===== src/rtl/mem_arbiter_if.sv =====
// mem_arbiter_if: client (I/D) and memory-side signals of the memory arbiter.
// slave modport is the arbiter's view; master modport is the environment's view.
interface mem_arbiter_if;
    logic         i_read;
    logic [15:0]  i_address;
    logic         i_resp;
    logic [127:0] i_rdata;
    logic         d_read;
    logic         d_write;
    logic [15:0]  d_address;
    logic [127:0] d_wdata;
    logic         d_resp;
    logic [127:0] d_rdata;
    logic         pmem_read;
    logic         pmem_write;
    logic [15:0]  pmem_address;
    logic [127:0] pmem_wdata;
    logic         pmem_resp;
    logic [127:0] pmem_rdata;

    modport slave (
        input  i_read, i_address, d_read, d_write, d_address, d_wdata,
        input  pmem_resp, pmem_rdata,
        output i_resp, i_rdata, d_resp, d_rdata,
        output pmem_read, pmem_write, pmem_address, pmem_wdata
    );

    modport master (
        output i_read, i_address, d_read, d_write, d_address, d_wdata,
        output pmem_resp, pmem_rdata,
        input  i_resp, i_rdata, d_resp, d_rdata,
        input  pmem_read, pmem_write, pmem_address, pmem_wdata
    );
endinterface


===== src/rtl/mem_arbiter.sv =====
// mem_arbiter: shares one memory port between an I-side (read only) and a
// D-side (read/write) client. A request is latched on the grant edge and the
// memory port is driven only from the latched copy until pmem_resp.
// Build option: define MEM_ARBITER_RR_EN for round-robin arbitration between
// simultaneous requests; otherwise the D side always wins.
module mem_arbiter (
    input  logic          clk,
    input  logic          rst_n,
    mem_arbiter_if.slave  bus
);
    typedef enum logic [1:0] {IDLE = 2'd0, SERVE_I = 2'd1, SERVE_D = 2'd2} state_t;

    state_t        state, next_state;
    logic [15:0]   lat_addr;
    logic [127:0]  lat_wdata;
    logic          lat_read, lat_write;
    logic          i_pend, d_pend, grant_i, grant_d;

    assign i_pend = bus.i_read;
    assign d_pend = bus.d_read | bus.d_write;

`ifdef MEM_ARBITER_RR_EN
    logic prio_d;   // 1: D side wins a tie, 0: I side wins a tie

    assign grant_d = d_pend & (~i_pend | prio_d);

    // Point at the client that did not get the transaction that just completed
    always_ff @(posedge clk or negedge rst_n) begin
        if (!rst_n)
            prio_d <= 1'b1;
        else if (state == SERVE_I && bus.pmem_resp)
            prio_d <= 1'b1;
        else if (state == SERVE_D && bus.pmem_resp)
            prio_d <= 1'b0;
    end
`else
    assign grant_d = d_pend;
`endif

    assign grant_i = i_pend & ~grant_d;

    // State register
    always_ff @(posedge clk or negedge rst_n) begin
        if (!rst_n) state <= IDLE;
        else        state <= next_state;
    end

    // Capture the winning request; a simultaneous read+write from D is a write
    always_ff @(posedge clk or negedge rst_n) begin
        if (!rst_n) begin
            lat_addr  <= '0;
            lat_wdata <= '0;
            lat_read  <= 1'b0;
            lat_write <= 1'b0;
        end else if (state == IDLE) begin
            if (grant_d) begin
                lat_addr  <= bus.d_address;
                lat_wdata <= bus.d_wdata;
                lat_write <= bus.d_write;
                lat_read  <= ~bus.d_write;
            end else if (grant_i) begin
                lat_addr  <= bus.i_address;
                lat_wdata <= '0;
                lat_write <= 1'b0;
                lat_read  <= 1'b1;
            end
        end
    end

    // Next state and all outputs; IDLE drives nothing, so stray pmem_resp is dropped
    always_comb begin
        next_state       = state;
        bus.pmem_read    = 1'b0;
        bus.pmem_write   = 1'b0;
        bus.pmem_address = '0;
        bus.pmem_wdata   = '0;
        bus.i_resp       = 1'b0;
        bus.i_rdata      = '0;
        bus.d_resp       = 1'b0;
        bus.d_rdata      = '0;
        case (state)
            IDLE: begin
                if (grant_d)      next_state = SERVE_D;
                else if (grant_i) next_state = SERVE_I;
            end
            SERVE_I: begin
                bus.pmem_read    = lat_read;
                bus.pmem_write   = lat_write;
                bus.pmem_address = lat_addr;
                bus.pmem_wdata   = lat_wdata;
                bus.i_resp       = bus.pmem_resp;
                bus.i_rdata      = bus.pmem_rdata;
                if (bus.pmem_resp) next_state = IDLE;
            end
            SERVE_D: begin
                bus.pmem_read    = lat_read;
                bus.pmem_write   = lat_write;
                bus.pmem_address = lat_addr;
                bus.pmem_wdata   = lat_wdata;
                bus.d_resp       = bus.pmem_resp;
                bus.d_rdata      = bus.pmem_rdata;
                if (bus.pmem_resp) next_state = IDLE;
            end
            default: next_state = IDLE;
        endcase
    end
endmodule

===== src/flat_wrapper.sv =====
// flat-port wrapper written by rule: the top's interface ports become plain ports
module mem_arbiter_flat 
  (clk, rst_n, bus_i_read, bus_i_address, bus_d_read, bus_d_write, bus_d_address, bus_d_wdata, bus_pmem_resp, bus_pmem_rdata, bus_i_resp, bus_i_rdata, bus_d_resp, bus_d_rdata, bus_pmem_read, bus_pmem_write, bus_pmem_address, bus_pmem_wdata);
  mem_arbiter_if bus_i ();
  input  logic clk;
  input  logic rst_n;
  input wire logic [$bits(bus_i.i_read)-1:0] bus_i_read;
  input wire logic [$bits(bus_i.i_address)-1:0] bus_i_address;
  input wire logic [$bits(bus_i.d_read)-1:0] bus_d_read;
  input wire logic [$bits(bus_i.d_write)-1:0] bus_d_write;
  input wire logic [$bits(bus_i.d_address)-1:0] bus_d_address;
  input wire logic [$bits(bus_i.d_wdata)-1:0] bus_d_wdata;
  input wire logic [$bits(bus_i.pmem_resp)-1:0] bus_pmem_resp;
  input wire logic [$bits(bus_i.pmem_rdata)-1:0] bus_pmem_rdata;
  output wire logic [$bits(bus_i.i_resp)-1:0] bus_i_resp;
  output wire logic [$bits(bus_i.i_rdata)-1:0] bus_i_rdata;
  output wire logic [$bits(bus_i.d_resp)-1:0] bus_d_resp;
  output wire logic [$bits(bus_i.d_rdata)-1:0] bus_d_rdata;
  output wire logic [$bits(bus_i.pmem_read)-1:0] bus_pmem_read;
  output wire logic [$bits(bus_i.pmem_write)-1:0] bus_pmem_write;
  output wire logic [$bits(bus_i.pmem_address)-1:0] bus_pmem_address;
  output wire logic [$bits(bus_i.pmem_wdata)-1:0] bus_pmem_wdata;
  assign bus_i.i_read = bus_i_read;
  assign bus_i.i_address = bus_i_address;
  assign bus_i.d_read = bus_d_read;
  assign bus_i.d_write = bus_d_write;
  assign bus_i.d_address = bus_d_address;
  assign bus_i.d_wdata = bus_d_wdata;
  assign bus_i.pmem_resp = bus_pmem_resp;
  assign bus_i.pmem_rdata = bus_pmem_rdata;
  assign bus_i_resp = bus_i.i_resp;
  assign bus_i_rdata = bus_i.i_rdata;
  assign bus_d_resp = bus_i.d_resp;
  assign bus_d_rdata = bus_i.d_rdata;
  assign bus_pmem_read = bus_i.pmem_read;
  assign bus_pmem_write = bus_i.pmem_write;
  assign bus_pmem_address = bus_i.pmem_address;
  assign bus_pmem_wdata = bus_i.pmem_wdata;
  mem_arbiter u_core (.clk(clk), .rst_n(rst_n), .bus(bus_i));
endmodule

===== config.mk =====
export PLATFORM = sky130hd
export DESIGN_NAME = mem_arbiter_flat
export DESIGN_NICKNAME = d
export VERILOG_FILES = /design/src/rtl/mem_arbiter_if.sv /design/src/rtl/mem_arbiter.sv /design/src/flat_wrapper.sv
export SDC_FILE = /design/constraint.sdc
export NUM_CORES = 1
export LEC_CHECK = 0
export CORE_AREA = 2 2 272 274
export DETAILED_ROUTE_END_ITERATION = 7
export DIE_AREA = 0 0 274 276
export PLACE_DENSITY = 0.36
export SLEW_MARGIN = 0
export SYNTH_ARGS = -nofsm -noshare
export SYNTH_HDL_FRONTEND = slang
export SYNTH_SLANG_ARGS = --single-unit

===== constraint.sdc =====
create_clock -name clk -period 2.25 [get_ports clk]
set_input_delay 0.225 -clock clk [delete_from_list [all_inputs] [get_ports clk]]
set_output_delay 0.225 -clock clk [all_outputs]
set_load 0.05 [all_outputs]

# After elaboration in Yosys (flattened, before gate mapping)
# Index checks and enable logic that the tools add are counted.
[word_totals]
wordCells = 38
out_inout_bits = 404
in_bits = 294
ff_bits = 148
[op_classes]
n_bitwise = 4
mux = 20
n_reduce_logical = 5
n_eq_ne = 4
[ops]
columns = ["operator", "count"]
rows = [
  ["128-bit two-way mux", 5],
  ["16-bit two-way mux", 3],
  ["1-bit two-way mux", 8],
  ["2-bit two-way mux", 3],
  ["2-bit one-hot mux with 2 select lines", 1],
  ["2-bit AND reduction", 2],
  ["3-bit by 1-bit != test with 1-bit output, second input constant", 1],
  ["2-bit by 1-bit equality test with 1-bit output, second input constant", 1],
  ["2-bit equality test, second input constant", 1],
  ["2-bit zero test", 1],
  ["2-bit by 1-bit != test with 1-bit output, second input constant", 1],
  ["1-bit inverter", 2],
  ["2-bit nonzero test", 1],
  ["2-bit OR reduction", 1],
  ["1-bit bitwise AND", 1],
  ["1-bit bitwise OR", 1],
]

# Logic depth before layout (Yosys ltp)
[depth]
word_depth = 6
depth_mapped = 8
mapped_depth_nobuf = 5

# Worst setup path before layout
# No wires, ideal clock.
[synth_path]
path_kind = "reg2out"
from = "register u_core.state[1]"
to = "output bus_pmem_address[10]"
slack_ns = 0.416
required_time_ns = 2.025
stages_incl_launch_ff = 6
t_arrival_ns = 1.609
n_path_buf = 2
cell_sequence = "dfrtp_1 -> inv_1 -> ha_1 -> clkbuf_1 -> clkbuf_1 -> and2_1"
[synth_between]
elab_chain_len = 3
word_cells_on_any_way = 4
cone_classes = "2 x eq/ne; 1 x mux; 1 x reduce/logical"
[synth_rtl]
columns = ["item", "line", "source"]
rows = [
  ["start, declared", "mem_arbiter.sv:13", "state_t state, next_state;"],
  ["start signal, assigned", "mem_arbiter.sv:45", "else state <= next_state;"],
  ["2-bit by 1-bit equality test with 1-bit output or 2-bit equality test (tied branches)", "mem_arbiter.sv:81", "case (state)"],
  ["2-bit OR reduction (no source line) (*)", "n/a", ""],
  ["16-bit two-way mux (*)", "mem_arbiter.sv:81", ""],
  ["end, declared", "flat_wrapper.sv:21", "output wire logic [$bits(bus_i.pmem_address)-1:0] bus_pmem_address;"],
]
# Every way passes the cells marked *; elsewhere a longest branch is shown, timed or not.

# Final worst setup path
[layout_path]
from = "register u_core.state[1]"
to = "output bus_pmem_address[7]"
# The elaborated chain is that of the path after synthesis.

==> results.txt <==
Routed met2 length - 32,100 um
Filler Cells Inserted - 7,506
Ratio of total power to cell area - 1790 mW/mm^2
Tmin final - 2.16 ns
Detail Placement HPWL - 49,700 um
Die X - 274 um
Critical Path Source Type - flop
Proportion of layout cells with a drive suffix above 1 - 38.7%
Maximum fanout count along the critical path - 19
Netlist cell types - 18
Clock Skew - 0.00772 ns
Antenna viol nets, final - 0
Global-route wire length before repair - 81,100 um
Largest net degree at the start of global routing - 104
Net count of the finished layout - 1,806
Global route overflow - 0
Drt via density - 3.57
Largest delay contributor family on the critical path - buffers and inverters
List of cells traversed by the critical path - inv_2 -> ha_4 -> bufbuf_16 -> and2_1 -> buf_12
Setup slack, reg-to-reg - 0.45 ns
Setup repair after global routing missed its margin - true
Level count of the clock H-tree - 4
Worst reg2reg path startpoint - u_core.state[1]
Leading post-synthesis cells by cell area - sky130_fd_sc_hd__dfrtp_1 45%, sky130_fd_sc_hd__and2_1 31%, sky130_fd_sc_hd__a22o_1 14%
Net switching power of the design - 0.0184 W
Class of the worst hold path - in -> async
Most common cell after layout, fill and taps aside - sky130_fd_sc_hd__buf_12
Antenna violations before repair - 32
Wirelength per Cell - 24.1 um
Initial core utilization - 11.3%
Switch share - 48.2%
Number of buffer cells added on primary ports - 697
Final TNS setup - 0 ns
Part of the cycle the worst path needs - 95.9%
Length in cells of the worst reg-to-reg path - 7
Post-synthesis instance area - 0.00821 mm^2
Final hold violations - 0
Standby leakage power - 8.97 nW
Finished layout cell area - 0.0213 mm^2
Smallest hold slack - 0.283 ns
DRC errors left - 0
Standard-cell rows - 99
Share of power burned in registers - 12.3%
Maximum Capacitance Violations - 0
Post-placement cell area - 0.0201 mm^2
FF-to-FF End - u_core.state[1]
Syn Nets - 1,121
Post-placement worst setup slack - 0.0191 ns
Bufs and invs on worst path - 3
Clock sink total - 148
Synth top area share - 45.1%
Bufs on Longest Clock Path - 2
Sequential share of the synthesized area - 45.1%
Clock tree from TritonCTS - done
Worst EP required - 2.03 ns
Number of warnings reported in the yosys synthesis log - 0
Slowest library cell on the worst path - sky130_fd_sc_hd__dfrtp_1
Floorplan die area - 0.0756 mm^2
Instance count of the mapped netlist - 824
Flip-flop and latch count after synthesis - 148
Max-slew violation count - 0
Layout Area Growth over Synthesis - 159%
Setup WS post-layout - 0.0928 ns
Total of endpoints with negative setup slack in the final report - 0
Run status - finished, final reports clean
Cell taking the most area after synthesis - sky130_fd_sc_hd__dfrtp_1
Violation count after the first detailed-route iteration - 339
Worst ir drop on vdd - 0.000868 V
Met3 layer wire length in the routed design - 4950 um
Die Y-Extent - 276 um
Core footprint - 0.0726 mm^2
Nature of the critical path endpoint - output port
Transition at the pin with the smallest max-transition slack - 0.574 ns
Top-level I/O count - 698
Launch point of the critical path - u_core.state[1]
Number of search-and-repair iterations in the first detailed-routing pass - 4
Combinational fraction of design power - 79.2%
Peak Freq - 464 MHz
Global router's overall resource usage - 15.4%
Power Internal - 0.0197 W
Vias in the first global route - 9,449
Critical setup path kind - reg -> out
Final weighted congestion in routability-driven placement - 0.875
Biggest cell delay along the critical path - 0.37 ns
Total CTS buffers - 17
Clock Tree Root - sky130_fd_sc_hd__clkbuf_16
Total number of vias - 8,876
Clock insertion delay at the later pin of the skew report - 0.45 ns
Detailed-route wire length - 60,000 um
Max-slew headroom at the worst pin - 60.7%
Top Layer Used - met5
Clk pwr share - 8.5%
Worst path arrival time - 1.93 ns
Routed length on met1 - 21,500 um
Commonest cells after routing, fill and taps aside - 391 x sky130_fd_sc_hd__buf_12, 304 x sky130_fd_sc_hd__and2_1, 292 x sky130_fd_sc_hd__clkdlybuf4s50_1, 148 x sky130_fd_sc_hd__dfrtp_1, 129 x sky130_fd_sc_hd__a22o_1
Average instance area after synthesis - 9.97 um^2
Clock Pin Slew Worst Setup and Hold Paths - 0.06 ns
[power groups by stage]
stage	Clock [W]	Combinational (W)	Sequential [W]
CTS	0.00335	0.0301	0.00465
detailed placement	0	0.0285	0.00462
floorplan	0	0.0144	0.00439
finish	0.00323	0.0301	0.00469
global route	0.00345	0.0314	0.00485
global placement	0	0.0285	0.00466
[synth_stat cells]
library cell	instances
sky130_fd_sc_hd__dfrtp_1	148
sky130_fd_sc_hd__buf_4	13
sky130_fd_sc_hd__clkbuf_1	44
sky130_fd_sc_hd__o22ai_1	1
sky130_fd_sc_hd__buf_6	10
sky130_fd_sc_hd__nor2b_1	2
sky130_fd_sc_hd__o31ai_1	1
sky130_fd_sc_hd__a21oi_1	2
sky130_fd_sc_hd__inv_1	2
sky130_fd_sc_hd__buf_2	10
sky130_fd_sc_hd__and2_1	404
sky130_fd_sc_hd__a22o_1	129
sky130_fd_sc_hd__nor2_8	1
sky130_fd_sc_hd__ha_1	3
sky130_fd_sc_hd__nand2_1	20
sky130_fd_sc_hd__o21ai_1	17
sky130_fd_sc_hd__nand2b_1	1
sky130_fd_sc_hd__mux2i_1	16
[cell type report]
cell class	count	area (um^2)	area share [%]
clock inverter	10	170	0.799
clock buffer	22	484	2.27
sequential	148	3700	17.4
timing repair buffer	743	11300	53.2
tap	959	1200	5.63
antenna	8	20.0	0.0940
multi-input combinational	597	4390	20.6
inverter	2	7.51	0.0352
[sequential cells by signal (all words and copies together), names as in the netlist]
register,count
u_core.state,2
u_core.lat_addr,16
u_core.lat_read,1
u_core.lat_write,1
u_core.lat_wdata,128
[worst max path at each step]
stage	endpoint	cells after the start	slack, ns
global route	bus_pmem_address[7]	5	-0.04
finish	bus_pmem_address[7]	5	0.09
global placement	u_core.lat_addr[14]	6	0.06
floorplan	bus_pmem_address[10]	5	0.42
CTS	bus_pmem_wdata[72]	7	-0.04
detailed placement	u_core.lat_addr[10]	6	0.02
[metrics by stage]
stage / instances / util [%] / power, W
after floorplan: 824 / - / 0.0188
after global placement: 2436 / 27.7 / 0.0331
after detailed placement: 2436 / 27.7 / 0.0332
after CTS: 2480 / 29.1 / 0.0381
after global routing: 2485 / 29.3 / 0.0397
final: 2489 / 29.4 / 0.0381
[repair_timing]
item / 4_1_cts / 5_1_grt
endpoints found under the hold margin: 39 / 0
setup buffers: 7 / 1
setup endpoints to repair: 351 / 135
cloned: 4 / 1
gates resized for setup: 61 / 57
pin swaps: 2 / 2
hold buffers: 1 / 0
[cells by family (layout without fill, tap and decap cells)]
kind of cell / Yosys count / count (layout) / share of synthesized area, %
AO/OA/AOI/OAI: 150 / 150 / 15.1
adder cells (fa/ha/maj): 3 / 3 / 0.457
buffers and inverters: 79 / 777 / 5.27
flip-flops: 148 / 148 / 45.1
multiplexers: 16 / 16 / 1.95
other: 0 / 8 / 0
AND/OR/NAND/NOR: 428 / 428 / 32.2
[layer usage]
metal	vias up	track usage (%)
li1	4109	-
met5	-	0
met1	4262	16.1
met2	421	28.7
met3	82	5.26
met4	2	4.63
Power figures use the tool's default switching activity.
